===== src/rtl/cdec8_run_ctrl.sv =====
// -----------------------------------------------------------------------------
// cdec8_run_ctrl
// Run sequencer for the CDEC8 core. It loads a program into the shared 256x8
// memory from a host byte stream, then resets and releases the core, and
// watches endseq under a cycle timeout. When the core halts, it reads the
// result registers through resad/resdt and emits them as a byte stream.
// The memory port belongs to the loader in LOAD and is passed through from the
// core in RUN.
//
// Ports
//   clock, reset_N              clock (rising edge), async active-low reset
//   cmd_load, cmd_run           1-cycle command pulses (accepted in IDLE/DONE)
//   cmd_abort                   level, returns to IDLE from any state
//   ld_valid/ld_data/ld_last    host program byte stream, ld_ready handshake
//   cpu_rst_N                   active-low reset to the core
//   cpu_adrs/cpu_wdata/cpu_mmwr_en  core memory port (used only in RUN)
//   mem_adrs/mem_wdata/mem_we   shared memory write port
//   endseq                      core halted
//   resad/resdt                 result register select / data
//   dmp_valid/dmp_data/dmp_ready result byte stream
//   busy, done, timeout         status (done/timeout sticky until next command)
// -----------------------------------------------------------------------------
module cdec8_run_ctrl #(
  parameter int MEM_DEPTH = 256,
  parameter int TIMEOUT   = 65535,
  parameter int DUMP_LEN  = 16
) (
  input  logic       clock,
  input  logic       reset_N,
  input  logic       cmd_load,
  input  logic       cmd_run,
  input  logic       cmd_abort,
  input  logic       ld_valid,
  input  logic [7:0] ld_data,
  input  logic       ld_last,
  output logic       ld_ready,
  output logic       cpu_rst_N,
  input  logic [7:0] cpu_adrs,
  input  logic [7:0] cpu_wdata,
  input  logic       cpu_mmwr_en,
  output logic [7:0] mem_adrs,
  output logic [7:0] mem_wdata,
  output logic       mem_we,
  input  logic       endseq,
  output logic [7:0] resad,
  input  logic [7:0] resdt,
  output logic       dmp_valid,
  output logic [7:0] dmp_data,
  input  logic       dmp_ready,
  output logic       busy,
  output logic       done,
  output logic       timeout
);

  typedef enum logic [2:0] {
    S_IDLE, S_LOAD, S_RUN_RST, S_RUN, S_DUMP_ADR, S_DUMP_OUT, S_DONE
  } state_t;

  localparam logic [7:0]  LAST_ADR = 8'(MEM_DEPTH - 1);
  localparam logic [15:0] TMO_VAL  = 16'(TIMEOUT);
  localparam logic [7:0]  LAST_IDX = 8'(DUMP_LEN - 1);

  state_t      state_reg, state_next;
  logic [7:0]  ptr_reg, ptr_next;
  logic [15:0] timer_reg, timer_next;
  logic [7:0]  idx_reg, idx_next;
  logic        cpu_rst_n_reg, cpu_rst_n_next;
  logic        ld_ready_reg, ld_ready_next;
  logic        mem_we_reg, mem_we_next;
  logic [7:0]  mem_adrs_reg, mem_adrs_next;
  logic [7:0]  mem_wdata_reg, mem_wdata_next;
  logic [7:0]  resad_reg, resad_next;
  logic        dmp_valid_reg, dmp_valid_next;
  logic [7:0]  dmp_data_reg, dmp_data_next;
  logic        busy_reg, busy_next;
  logic        done_reg, done_next;
  logic        timeout_reg, timeout_next;
  logic        ld_accept;

  // ld_ready_reg is only ever high in LOAD, but qualify anyway so a stray
  // ld_valid can never produce a write.
  assign ld_accept = ld_valid & ld_ready_reg & (state_reg == S_LOAD);

  always_comb begin
    state_next     = state_reg;
    ptr_next       = ptr_reg;
    timer_next     = timer_reg;
    idx_next       = idx_reg;
    mem_we_next    = 1'b0;
    mem_adrs_next  = mem_adrs_reg;
    mem_wdata_next = mem_wdata_reg;
    resad_next     = resad_reg;
    dmp_valid_next = dmp_valid_reg;
    dmp_data_next  = dmp_data_reg;
    done_next      = done_reg;
    timeout_next   = timeout_reg;

    if (cmd_abort) begin
      // Abort beats every other transition; status flags are left alone.
      state_next     = S_IDLE;
      dmp_valid_next = 1'b0;
    end else begin
      case (state_reg)
        S_IDLE, S_DONE: begin
          if (cmd_load) begin
            state_next   = S_LOAD;
            ptr_next     = 8'd0;
            done_next    = 1'b0;
            timeout_next = 1'b0;
          end else if (cmd_run) begin
            state_next   = S_RUN_RST;
            done_next    = 1'b0;
            timeout_next = 1'b0;
          end
        end
        S_LOAD: begin
          if (ld_accept) begin
            mem_we_next    = 1'b1;
            mem_adrs_next  = ptr_reg;
            mem_wdata_next = ld_data;
            // The final address ends the load instead of wrapping to 0.
            if (ld_last || (ptr_reg == LAST_ADR)) state_next = S_IDLE;
            else                                 ptr_next   = ptr_reg + 8'd1;
          end
        end
        S_RUN_RST: begin
          timer_next = 16'd0;
          state_next = S_RUN;
        end
        S_RUN: begin
          // timer reads 0 in the first RUN cycle, so the abort fires in the
          // cycle where it has counted up to TIMEOUT. endseq has priority.
          if (endseq) begin
            state_next = S_DUMP_ADR;
            idx_next   = 8'd0;
            resad_next = 8'd0;
          end else if (timer_reg == TMO_VAL) begin
            state_next   = S_DONE;
            done_next    = 1'b1;
            timeout_next = 1'b1;
          end else begin
            timer_next = timer_reg + 16'd1;
          end
        end
        S_DUMP_ADR: begin
          // resad has been stable for this whole cycle; resdt is now valid.
          state_next     = S_DUMP_OUT;
          dmp_data_next  = resdt;
          dmp_valid_next = 1'b1;
        end
        S_DUMP_OUT: begin
          if (dmp_ready) begin
            dmp_valid_next = 1'b0;
            if (idx_reg == LAST_IDX) begin
              state_next = S_DONE;
              done_next  = 1'b1;
            end else begin
              idx_next   = idx_reg + 8'd1;
              resad_next = idx_reg + 8'd1;
              state_next = S_DUMP_ADR;
            end
          end
        end
        default: state_next = S_IDLE;
      endcase
    end

    // Registered outputs follow the state being entered so they line up
    // with state_reg in the following cycle.
    cpu_rst_n_next = (state_next == S_RUN) || (state_next == S_DUMP_ADR) ||
                     (state_next == S_DUMP_OUT);
    ld_ready_next  = (state_next == S_LOAD);
    busy_next      = (state_next != S_IDLE) && (state_next != S_DONE);
  end

  always_ff @(posedge clock or negedge reset_N) begin
    if (!reset_N) begin
      state_reg     <= S_IDLE;
      ptr_reg       <= 8'd0;
      timer_reg     <= 16'd0;
      idx_reg       <= 8'd0;
      cpu_rst_n_reg <= 1'b0;
      ld_ready_reg  <= 1'b0;
      mem_we_reg    <= 1'b0;
      mem_adrs_reg  <= 8'd0;
      mem_wdata_reg <= 8'd0;
      resad_reg     <= 8'd0;
      dmp_valid_reg <= 1'b0;
      dmp_data_reg  <= 8'd0;
      busy_reg      <= 1'b0;
      done_reg      <= 1'b0;
      timeout_reg   <= 1'b0;
    end else begin
      state_reg     <= state_next;
      ptr_reg       <= ptr_next;
      timer_reg     <= timer_next;
      idx_reg       <= idx_next;
      cpu_rst_n_reg <= cpu_rst_n_next;
      ld_ready_reg  <= ld_ready_next;
      mem_we_reg    <= mem_we_next;
      mem_adrs_reg  <= mem_adrs_next;
      mem_wdata_reg <= mem_wdata_next;
      resad_reg     <= resad_next;
      dmp_valid_reg <= dmp_valid_next;
      dmp_data_reg  <= dmp_data_next;
      busy_reg      <= busy_next;
      done_reg      <= done_next;
      timeout_reg   <= timeout_next;
    end
  end

  // The core owns the memory port combinationally only while running.
  assign mem_adrs  = (state_reg == S_RUN) ? cpu_adrs    : mem_adrs_reg;
  assign mem_wdata = (state_reg == S_RUN) ? cpu_wdata   : mem_wdata_reg;
  assign mem_we    = (state_reg == S_RUN) ? cpu_mmwr_en : mem_we_reg;

  assign ld_ready  = ld_ready_reg;
  assign cpu_rst_N = cpu_rst_n_reg;
  assign resad     = resad_reg;
  assign dmp_valid = dmp_valid_reg;
  assign dmp_data  = dmp_data_reg;
  assign busy      = busy_reg;
  assign done      = done_reg;
  assign timeout   = timeout_reg;

endmodule

===== config.mk =====
export PLATFORM = sky130hd
export DESIGN_NAME = cdec8_run_ctrl
export DESIGN_NICKNAME = d
export VERILOG_FILES = /design/src/rtl/cdec8_run_ctrl.sv
export SDC_FILE = /design/constraint.sdc
export NUM_CORES = 1
export LEC_CHECK = 0
export CAP_MARGIN = 10
export CORE_ASPECT_RATIO = 1.25
export CORE_MARGIN = 2
export CORE_UTILIZATION = 50
export CTS_CLUSTER_DIAMETER = 40
export DETAILED_ROUTE_END_ITERATION = 8
export PLACE_DENSITY = 0.8
export SKIP_CTS_REPAIR_TIMING = 1
export SLEW_MARGIN = 25
export SYNTH_ARGS = -nofsm -noshare
export SYNTH_HDL_FRONTEND = slang
export SYNTH_SLANG_ARGS = --single-unit

===== constraint.sdc =====
create_clock -name clock -period 5.67 [get_ports clock]
set_input_delay 0.567 -clock clock [delete_from_list [all_inputs] [get_ports clock]]
set_output_delay 0.567 -clock clock [all_outputs]
set_load 0.02 [all_outputs]

==> impl_summary.md, run 1 <==
Route
The average detailed-routed wire length per instance is 14.93 µm. The total via count after detailed routing is 3145. The total DRC errors in the routed layout is 0. After detailed routing, the number of vias per cell comes to approximately 5.7. After the first detailed-routing iteration, the DRC count stood at 299.

In this run the remaining antenna-violating nets after routing total 0. The number of search-and-repair iterations in the first detailed-routing pass is 4. The final layout contains routed wiring with a total length of between 8 and 9 mm.

Timing
Clock skew on the completed layout was measured at 0.008105 ns. The post-route fraction of the period consumed by the critical path is 0.5978. Setup repair after global routing left no endpoint under its margin.

For the pin with the worst max-slew slack, the measured transition is 1.004 ns. The final hold violation count is 0. In the final timing run, aggregate negative setup slack is 0 ns. The maximum clock frequency is 0.2950 GHz. The final max-slew violation count is 0.

Setup violations remaining at the end of the flow were counted as 0. The clock period minus final worst setup slack is 3.389 ns. The remaining max-slew budget at the tightest pin is 0.3283. The minimum setup slack in the final design is approximately 2.3 ns.

CTS
The TritonCTS clock tree is built. The TritonCTS buffer count is 9. The CTS sink count is 66. The clock root buffer is sky130_fd_sc_hd__clkbuf_8. The H-tree was split into 3 levels. The insertion delay to the later sink of the worst-skew pair is between 0.3 and 0.4 ns. The clock tree buffer depth is 2. The clock-pin slew on the worst setup and hold paths is approximately 0.080 ns.

Synthesis
The number of enable flip-flop cells after synthesis is 0. Of the synthesized area, sequential elements account for 0.4632. The most frequently used flop master after synthesis is sky130_fd_sc_hd__dfrtp_1.

Counting every net in the synthesized netlist gives 425. The register bit total from synthesis is 66. The number of warnings printed during yosys synthesis is 0.

Yosys instantiated no cell more often than sky130_fd_sc_hd__nand2_1. The mean area per synthesized cell is 9.384 µm². The share of flip-flops with an asynchronous set or reset after synthesis is 1.000. The synthesized instance count is between 300 and 400. After synthesis, the cell types taking the most area are sky130_fd_sc_hd__dfrtp_1 46%, sky130_fd_sc_hd__nand2_1 7.9%, sky130_fd_sc_hd__mux2_2 7.6%. Of the post-synthesis cell area, the dominant cell type holds 0.4632. Counting instances in the post-synthesis netlist gives the leading cell types as 75 x sky130_fd_sc_hd__nand2_1, 66 x sky130_fd_sc_hd__dfrtp_1, 24 x sky130_fd_sc_hd__mux2_2. The netlist area before placement is 3566 µm².

The distinct cell type count of the synthesized netlist is 55. The synthesized design spends more area on one cell type than any other, namely sky130_fd_sc_hd__dfrtp_1.

Power and ir drop
IR analysis of the VDD net gives a maximum drop of 0.0002078 V. The total net switching power is between 0.4 and 0.5 mW. The total power after layout is 1.469 mW.

Internal power comes to between 0.9 and 1 mW. Power spread over the standard cell area amounts to 319.3 nW/µm². The analysis attributes to cell leakage a power of 1.968 nW.

The share of total power dissipated in combinational logic is 0.316. Of the total power, the share spent switching nets is 0.3287. Of the total power, the clock network draws 0.261. The sequential share of power is 0.422.

Global routing
The maximum number of pins on one net before global-route repair is 67. The via count of the first global-routing pass came to 3055. Summed over all layers, the global routing overflow is 0. The first global-routing pass estimated 14.16 mm of wire. For this run, the total global-route usage over all layers was measured as 0.2249. The number of antenna violations at the first check in global routing is 0.

Finish
The net count of the finished layout is around 500. The relative area change from synthesis to final layout is 29.05%. Of the cells placed in the final design, the portion with a size suffix greater than 1 is 0.1234. The cell area after layout is 4602 µm².

The number of flip-flops under the largest register name is 16. 0 antenna diodes ended up in the layout. For this run, the share of the core covered by cells in the final layout is 0.6637.

Worst setup path
On the worst path, the slowest cell contributes a delay of roughly 0.84 ns. The worst setup path is captured at a primary output. In this run the critical register-to-register path is captured at timer_reg[3].

For the worst setup path, the data required time is 5.10 ns. Across all register-to-register paths, the minimum setup slack is about 2.8 ns. Data arrives at the worst endpoint at around 2.8 ns. The maximum fanout count along the critical path is 24. Measured in cells, the most critical reg-to-reg path has a length of 5. The category of the worst setup path launch point is a register. The kind of critical path is reg2out. In this run the critical register-to-register path is launched from state_reg[0].

Among the stages of the critical path, the cell type that occurs most often is sky130_fd_sc_hd__nand2_1. The slowest cell on the critical path is sky130_fd_sc_hd__nand3b_1. Walking the worst path, the cells encountered are nand3b_1 > nand2_1 > nand2_1 > clkdlybuf4s50_1.

Outcome
The flow ran to the end, and the final reports show no timing, DRC or antenna violations.

Floorplan
The number of primary I/O pins is 81. The floorplan step defined a core boundary enclosing 6934 µm². The floorplan step set the die width to 79.54 µm. The die covers 7828 µm².

The initial standard-cell utilization of the core is 0.5143. The total number of placement rows is 34. The die height is 98.42 µm.

Place
The congestion estimate from routability-driven global placement came to approximately 0.87. Port buffering added 80 buffers. Before CTS, the worst setup slack after placement is 2.471 ns.

The HPWL after detailed placement is 5.699 mm. The total placed instance area is ~4400 µm².

Hold path
The worst hold path class is in2async.

Job
The number of maximum-capacitance violations is 0.
==> placed cells by master (no fill, tap or decap), types with 7 or more instances in the layout <==
master and instances:
sky130_fd_sc_hd__clkbuf_8 9, sky130_fd_sc_hd__nand3_1 13, sky130_fd_sc_hd__a21oi_1 23, sky130_fd_sc_hd__and3_1 7
sky130_fd_sc_hd__o21ai_0 17, sky130_fd_sc_hd__nor3_1 7, sky130_fd_sc_hd__inv_1 13, sky130_fd_sc_hd__nand2_1 75
sky130_fd_sc_hd__mux2_2 24, sky130_fd_sc_hd__o31ai_1 9, sky130_fd_sc_hd__nor2_1 14, sky130_fd_sc_hd__a31oi_1 14
sky130_fd_sc_hd__dfrtp_1 66, sky130_fd_sc_hd__clkdlybuf4s50_1 79
==> per-stage QoR <==
step	hold WS [ns]	instances
6_report	0.4117	552
5_1_grt	0.4833	552
4_1_cts	0.4292	552
3_5_place_dp	0.4924	536
3_3_place_gp	0.4705	536
2_1_floorplan	0.2714	380
==> worst max-delay path, delay by kind of cell, from the launching register on <==
family        cells  cell delay [ns]
simple gates      3             1.21
buf+inv           1             0.53
flops             1             0.73
==> power groups by stage <==
stage                     registers, mW  clock network (mW)  logic, mW
after floorplan                   0.650                   0      0.235
after global placement            0.623                   0      0.458
after detailed placement          0.629                   0      0.465
after CTS                         0.620               0.396      0.469
after global routing              0.633               0.418      0.507
final                             0.620               0.384      0.465
==> worst max-delay path by stage <==
stage | start | to | slack (ns) | cells after the start
CTS | state_reg[0] | mem_adrs[6] | 2.17 | 4
global route | state_reg[0] | mem_adrs[1] | 2.06 | 4
global placement | state_reg[0] | timer_reg[1] | 2.59 | 5
floorplan | resad[0] | timer_reg[14] | 3.54 | 7
finish | state_reg[0] | mem_adrs[1] | 2.28 | 4
detailed placement | state_reg[0] | timer_reg[10] | 2.47 | 5
==> cell families (layout without fill, tap and decap cells) <==
logic type,Yosys count,count (layout),share of synthesized area
DFF,66,66,0.4632
and+or+nand+nor,153,153,0.2119
AOI/OAI and AO/OA,100,100,0.1895
buffers and inverters,30,112,0.03860
adders and majority gates,3,3,0.01053
xor gates and xnor gates,2,2,0.004913
muxes,26,26,0.08140
==> final cells by class <==
| cell class | count | area, µm² |
|---|---|---|
| Fill cell | 554 | 2332 |
| Clock buffer | 9 | 123.9 |
| Inverter | 13 | 48.80 |
| Multi-Input combinational cell | 284 | 1778 |
| Clock inverter | 7 | 68.82 |
| Tap cell | 90 | 112.6 |
| Timing Repair Buffer | 83 | 818.3 |
| Sequential cell | 66 | 1652 |
==> layer usage <==
layer	track usage	share of wire	wire, µm
met4	0.08355	0.0046	38
met1	0.2834	0.43	3567
met2	0.3736	0.49	4035
met5	0	0	0
met3	0.05495	0.073	599
(Power assumes the default switching activity.)
==> inputs of run 2 (changes only) <==
clock period = 3.2 ns   (was 5.67 ns; I/O delays follow)
==> impl_summary.md, run 2 (same netlist as run 1, synthesis figures left out) <==
Route
The average detailed-routed wire length per instance was 15.79 µm (+5.8%). The via density per instance was 5.772 (+1.3%). The number of search-and-repair iterations in the first detailed-routing pass is 5 (+1).

The total via count after detailed routing is 3209 (+2.0%). The count of nets left with antenna violations after detail routing is 0 (unchanged). The number of DRC markers after the initial detailed-route iteration came to 245 (-18%). The sum of routed wire length over all layers is 8.780 mm (+6.5%). The total DRC errors in the routed layout was 0 (unchanged).

Global routing
The via count of the first global-routing pass is 3199 (+4.7%). The wire length of the first global-routing pass is 14.80 mm (+4.5%). The residual overflow from global routing is 0 (unchanged).

The number of antenna violations at the first check in global routing is 0 (unchanged). The maximum number of pins on one net before global-route repair came to 67 (unchanged). The total global-route track usage is 0.2377 (+0.01278).

Finish
In the layout the commonest cells are 79 x sky130_fd_sc_hd__clkdlybuf4s50_1, 75 x sky130_fd_sc_hd__nand2_1, 66 x sky130_fd_sc_hd__dfrtp_1, 24 x sky130_fd_sc_hd__mux2_2, 23 x sky130_fd_sc_hd__a21oi_1. Compared with the post-synthesis result, the final layout area differs by 30.35%. The share of layout cells above drive strength 1 is 0.1288 (+0.005379). The most common cell after layout, fill and taps aside is sky130_fd_sc_hd__clkdlybuf4s50_1.

The post-route non-filler standard cell count is 556 (+0.72%). The net count of the finished layout is 506 (+0.80%). The number of flip-flops under the largest register name is 16 (unchanged). The number of antenna cells inserted is 0 (unchanged).

Place
The placed cell count is 540 (+0.75%). The HPWL after detailed placement is 6.093 mm (+6.9%). The post-placement worst setup slack is 0.5234 ns (-1.948 ns). The final weighted congestion in routability-driven placement is 0.8471 (-2.7%). The count of input and output buffers came to 80 (unchanged).

CTS
The clock tree buffer depth is 2 (unchanged). The insertion delay to the later sink of the worst-skew pair came to 0.35 ns (+0.02 ns). The clock-pin slew on the worst setup and hold paths was 0.08 ns (about the same). The CTS sink count was 66 (unchanged). The clock root buffer is sky130_fd_sc_hd__clkbuf_8.

The TritonCTS buffer count was 9 (unchanged). TritonCTS built the clock tree. The number of levels the H-tree was split into came to 3 (unchanged).

Worst setup path
STA classifies the critical path startpoint as a register. The kind of critical path is reg2reg. The arrival time at the worst endpoint came to 2.89 ns (+0.07 ns). The required time at the worst-slack endpoint is 3.39 ns (-1.71 ns). The type of destination of the critical path is a register. The maximum fanout count along the critical path was 31 (+29%).

The flop-to-flop setup slack is 0.50 ns (-2.29 ns).

Floorplan
The initial standard-cell utilization of the core is 0.5143 (unchanged). The total number of placement rows is 34 (unchanged). The number of primary I/O pins came to 81 (unchanged). The die outline area is 7828 µm² (unchanged).

The standard cell core area was 6934 µm² (unchanged). The horizontal extent of the die is 79.54 µm (unchanged). The die height came to 98.42 µm (unchanged).

Timing
The final setup violation count came to 0 (unchanged). The clock skew after layout is 0.01309 ns (+0.004988 ns). The remaining max-slew budget at the tightest pin is 0.4532 (+0.1248). Based on the critical path, the design can be clocked at up to roughly 0.37 GHz.

The final hold violation count was 0 (unchanged). The transition at the pin with the smallest max-transition slack came to 0.8203 ns (-0.1842 ns). The post-route fraction of the period consumed by the critical path is 0.8448. The setup TNS is 0 ns (unchanged). The final max-slew violation count is 0 (unchanged). Setup repair after global routing left no endpoint under its margin. The minimum setup slack in the final design is 0.4967 ns (-1.784 ns). The clock period minus final worst setup slack is 2.703 ns.

Hold path
The min-delay analysis places its worst path in the category in2async.

Power and ir drop
The cell leakage power came to 1.996 nW (+1.4%). The total power per unit cell area is 575.1 nW/µm² (+80%). The peak supply drop is 0.0003964 V (+91%).

Outcome
The flow ran to the end, and the final reports show no timing, DRC or antenna violations.

Job
The number of maximum-capacitance violations was 0 (unchanged).
-- run 2: cell count changes in the layout (fill, tap and decap cells not counted), sizes merged --
cell	previous run	this run
buf	4	8
clkbuf	9	10
clkinv	3	2
clkinvlp	2	1
inv	14	15
-- run 2: critical path, cell delays in order (launching register included) --
cell and delay (ns):
sky130_fd_sc_hd__dfrtp_1 0.58, sky130_fd_sc_hd__and3b_1 0.31, sky130_fd_sc_hd__buf_4 0.32, sky130_fd_sc_hd__nand2b_1 0.16
sky130_fd_sc_hd__o211a_1 0.28, sky130_fd_sc_hd__a211oi_4 0.66, sky130_fd_sc_hd__a31oi_1 0.23
-- run 2: layout make-up --
type                       count  area, µm²
fill                         564       2286
timing repair buffer          87      848.3
multi-input combinational    284       1777
tap                           90      112.6
clock inverter                 6      72.57
clock buffer                  10      137.6
sequential                    66       1652
inverter                      13      48.80
-- run 2: final timing paths --
check / from / endpoint / cells past startpoint
min in group clock: timer_reg[15] / timer_reg[15] / 1
min reg2reg: timer_reg[15] / timer_reg[15] / 1
max reg2reg: state_reg[2] / timer_reg[6] / 6
max: state_reg[2] / timer_reg[6] / 6
min: reset_N / mem_adrs_reg[3] / 2
max in group asynchronous: reset_N / dmp_data[4] / 2
-- run 2: layer usage --
| metal | wire (µm) | vias up | global-route usage | share of wire |
|---|---|---|---|---|
| met5 | 0 | - | 0 | 0 |
| met4 | 207 | 0 | 0.1101 | 0.024 |
| met3 | 708 | 19 | 0.05128 | 0.081 |
| met2 | 4195 | 123 | 0.3950 | 0.48 |
| met1 | 3670 | 1523 | 0.2939 | 0.42 |
| li1 | - | 1544 | - | - |
-- run 2: report_power, final --
group	switching (mW)	total, mW	internal (mW)
combinational	0.419	0.842	0.423
sequential	0.121	1.09	0.973
clock	0.349	0.738	0.389
total	0.888	2.67	1.78
-- run 2: per-stage QoR --
| step | instance area [µm²] | power (mW) | hold WS, ns | util |
|---|---|---|---|---|
| after detailed placement | 4438 | 1.954 | 0.4817 | 0.6400 |
| after global routing | 4648 | 2.815 | 0.2326 | 0.6703 |
| after floorplan | 3566 | 1.567 | 0.02441 | - |
| after CTS | 4648 | 2.688 | 0.1758 | 0.6703 |
| after global placement | 4438 | 1.927 | 0.4737 | 0.6400 |
| final | 4648 | 2.673 | 0.1386 | 0.6703 |
==> inputs of run 3 (changes only) <==
clock period = 2.72 ns   (was 3.2 ns; I/O delays follow)
==> impl_summary.md, run 3 (same netlist as run 1, synthesis figures left out) <==
CTS
The CTS sink count is 66 (unchanged). The number of levels the H-tree was split into is 3 (unchanged). The clock-pin slew on the worst setup and hold paths is 0.07 ns (about the same). The clock tree buffer depth is 2 (unchanged). The clock root buffer is sky130_fd_sc_hd__clkbuf_8. The TritonCTS clock tree is built. The insertion delay to the later sink of the worst-skew pair is 0.34 ns (about the same). The TritonCTS buffer count is 9 (unchanged).

Worst setup path
The kind of critical path is reg2out. The number of cells on the worst reg-to-reg path is 6 (unchanged). The arrival time at the worst endpoint is 2.20 ns (-0.69 ns). The type of destination of the critical path is a primary output. The worst register-to-register path begins at timer_reg[4]. In this run the worst setup path begins at state_reg[2].

The required time at the worst-slack endpoint is 2.45 ns (-0.94 ns). The endpoint of the lowest-slack register-to-register path is timer_reg[15]. The category of the worst setup path launch point is a register.

The maximum fanout count along the critical path is 26 (-16%). The flop-to-flop setup slack is 0.48 ns (-0.02 ns).

Timing
The final max-slew violation count came to 0 (unchanged). The remaining max-slew budget at the tightest pin is 0.5034 (+0.05022). The maximum clock frequency is 0.4053 GHz. The tightest hold margin is 0.4282 ns (+0.2895 ns). The final setup violation count is 0 (unchanged). The minimum setup slack in the final design is 0.2528 ns (-0.2439 ns). The post-route fraction of the period consumed by the critical path is 0.9070. The final hold violation count came to 0 (unchanged).

The setup TNS came to 0 ns (unchanged). Setup repair after global routing left no endpoint under its margin. The clock skew after layout is 0.009038 ns (-0.004055 ns). The transition at the pin with the smallest max-transition slack came to 0.7405 ns (-0.07980 ns). The clock period minus final worst setup slack is between 2 and 2.5 ns.

Finish
The most common cell after layout, fill and taps aside is sky130_fd_sc_hd__clkdlybuf4s50_1. The cell area after layout is 4701 µm² (+1.1%). The share of layout cells above drive strength 1 is 0.1316 (+0.002879).

The utilization after layout is 0.6779 (+0.007578). Relative to the synthesized area, the layout overhead comes to 31.82%. The net count of the finished layout is 511 (+0.99%). The number of antenna cells inserted is 0 (unchanged). The number of flip-flops under the largest register name was 16 (unchanged).

The count of filler cells inserted in the layout is 534 (-5.3%). In the layout the commonest cells are 79 x sky130_fd_sc_hd__clkdlybuf4s50_1, 75 x sky130_fd_sc_hd__nand2_1, 66 x sky130_fd_sc_hd__dfrtp_1, 24 x sky130_fd_sc_hd__mux2_2, 23 x sky130_fd_sc_hd__a21oi_1.

Power and ir drop
The cell leakage power is 2.031 nW (+1.8%). The total power per unit cell area is 674.0 nW/µm² (+17%). The peak supply drop was 0.0004860 V (+23%).

Job
The number of maximum-capacitance violations came to 0 (unchanged).

Global routing
The wire length of the first global-routing pass is 14.10 mm (-4.8%). The via count of the first global-routing pass is 3092 (-3.3%). The maximum number of pins on one net before global-route repair is 29 (-57%).

The residual overflow from global routing is 0 (unchanged). The number of antenna violations at the first check in global routing is 0 (unchanged). The total global-route track usage is 0.2249 (-0.01282).

Route
The average detailed-routed wire length per instance was 15.09 µm (-4.4%). The sum of routed wire length over all layers is 8.467 mm (-3.6%). The via density per instance is 5.806 (+0.59%).

The number of search-and-repair iterations in the first detailed-routing pass came to 5 (unchanged). The count of nets left with antenna violations after detail routing came to 0 (unchanged). The total DRC errors in the routed layout is 0 (unchanged). The total via count after detailed routing is 3257 (+1.5%). The number of DRC markers after the initial detailed-route iteration came to 213 (-13%).

Hold path
The worst hold path class is in2async.

Place
The HPWL after detailed placement is 6.000 mm (-1.5%). The total placed instance area is 4481 µm² (+0.96%). The count of input and output buffers is 80 (unchanged).

The post-placement worst setup slack was 0.3940 ns (-0.1294 ns). The final weighted congestion in routability-driven placement is 0.9180 (+8.4%).

Floorplan
The initial standard-cell utilization of the core is 0.5143 (unchanged). The die height was 98.42 µm (unchanged). The horizontal extent of the die is 79.54 µm (unchanged). The standard cell core area is 6934 µm² (unchanged). The number of primary I/O pins is 81 (unchanged). The total number of placement rows came to 34 (unchanged). The die outline area is 7828 µm² (unchanged).

Outcome
The run finished with clean final reports.
==> run 3: routing by layer <==
layer  vias up  routed length [µm]  part of all wire  track usage
met1      1556                3620              0.43       0.2844
li1       1559                   -                 -            -
met4         0                 148             0.017       0.1088
met2       127                4038              0.48       0.3665
met3        15                 660             0.078      0.04579
met5         -                   0                 0            0
==> run 3: report_power, final <==
part,internal (mW),switching [mW]
sequential,1.15,0.127
combinational,0.508,0.507
clock,0.515,0.365
total,2.17,0.999
==> run 3: per-stage QoR <==
stage | power (mW) | cells
floorplan | 1.844 | 380
global placement | 2.279 | 544
detailed placement | 2.304 | 544
CTS | 3.195 | 560
global route | 3.338 | 561
finish | 3.168 | 561
==> run 3: worst max-delay path by stage <==
stage	depth (start not counted)	slack [ns]	endpoint
detailed placement	6	0.39	ptr_reg[3]
floorplan	7	0.59	timer_reg[14]
CTS	5	0.25	mem_wdata[0]
finish	5	0.25	mem_wdata[6]
global placement	6	0.47	ptr_reg[7]
global route	5	0.1	mem_adrs[0]
==> run 3: layout make-up <==
class / count / area (µm²) / area share
inverter: 13 / 48.80 / 0.01038
clock inverter: 5 / 78.83 / 0.01677
multi-input combinational: 284 / 1777 / 0.3780
timing repair buffer: 92 / 900.9 / 0.1916
tap: 90 / 112.6 / 0.02396
clock buffer: 11 / 131.4 / 0.02795
sequential: 66 / 1652 / 0.3513
==> run 3: critical path, cell delays in order, from the launching register on <==
cell and delay [ns]:
sky130_fd_sc_hd__dfrtp_1 0.38, sky130_fd_sc_hd__and3b_1 0.37, sky130_fd_sc_hd__buf_4 0.34, sky130_fd_sc_hd__nand2_1 0.10, sky130_fd_sc_hd__nand2_1 0.07, sky130_fd_sc_hd__clkdlybuf4s50_1 0.59
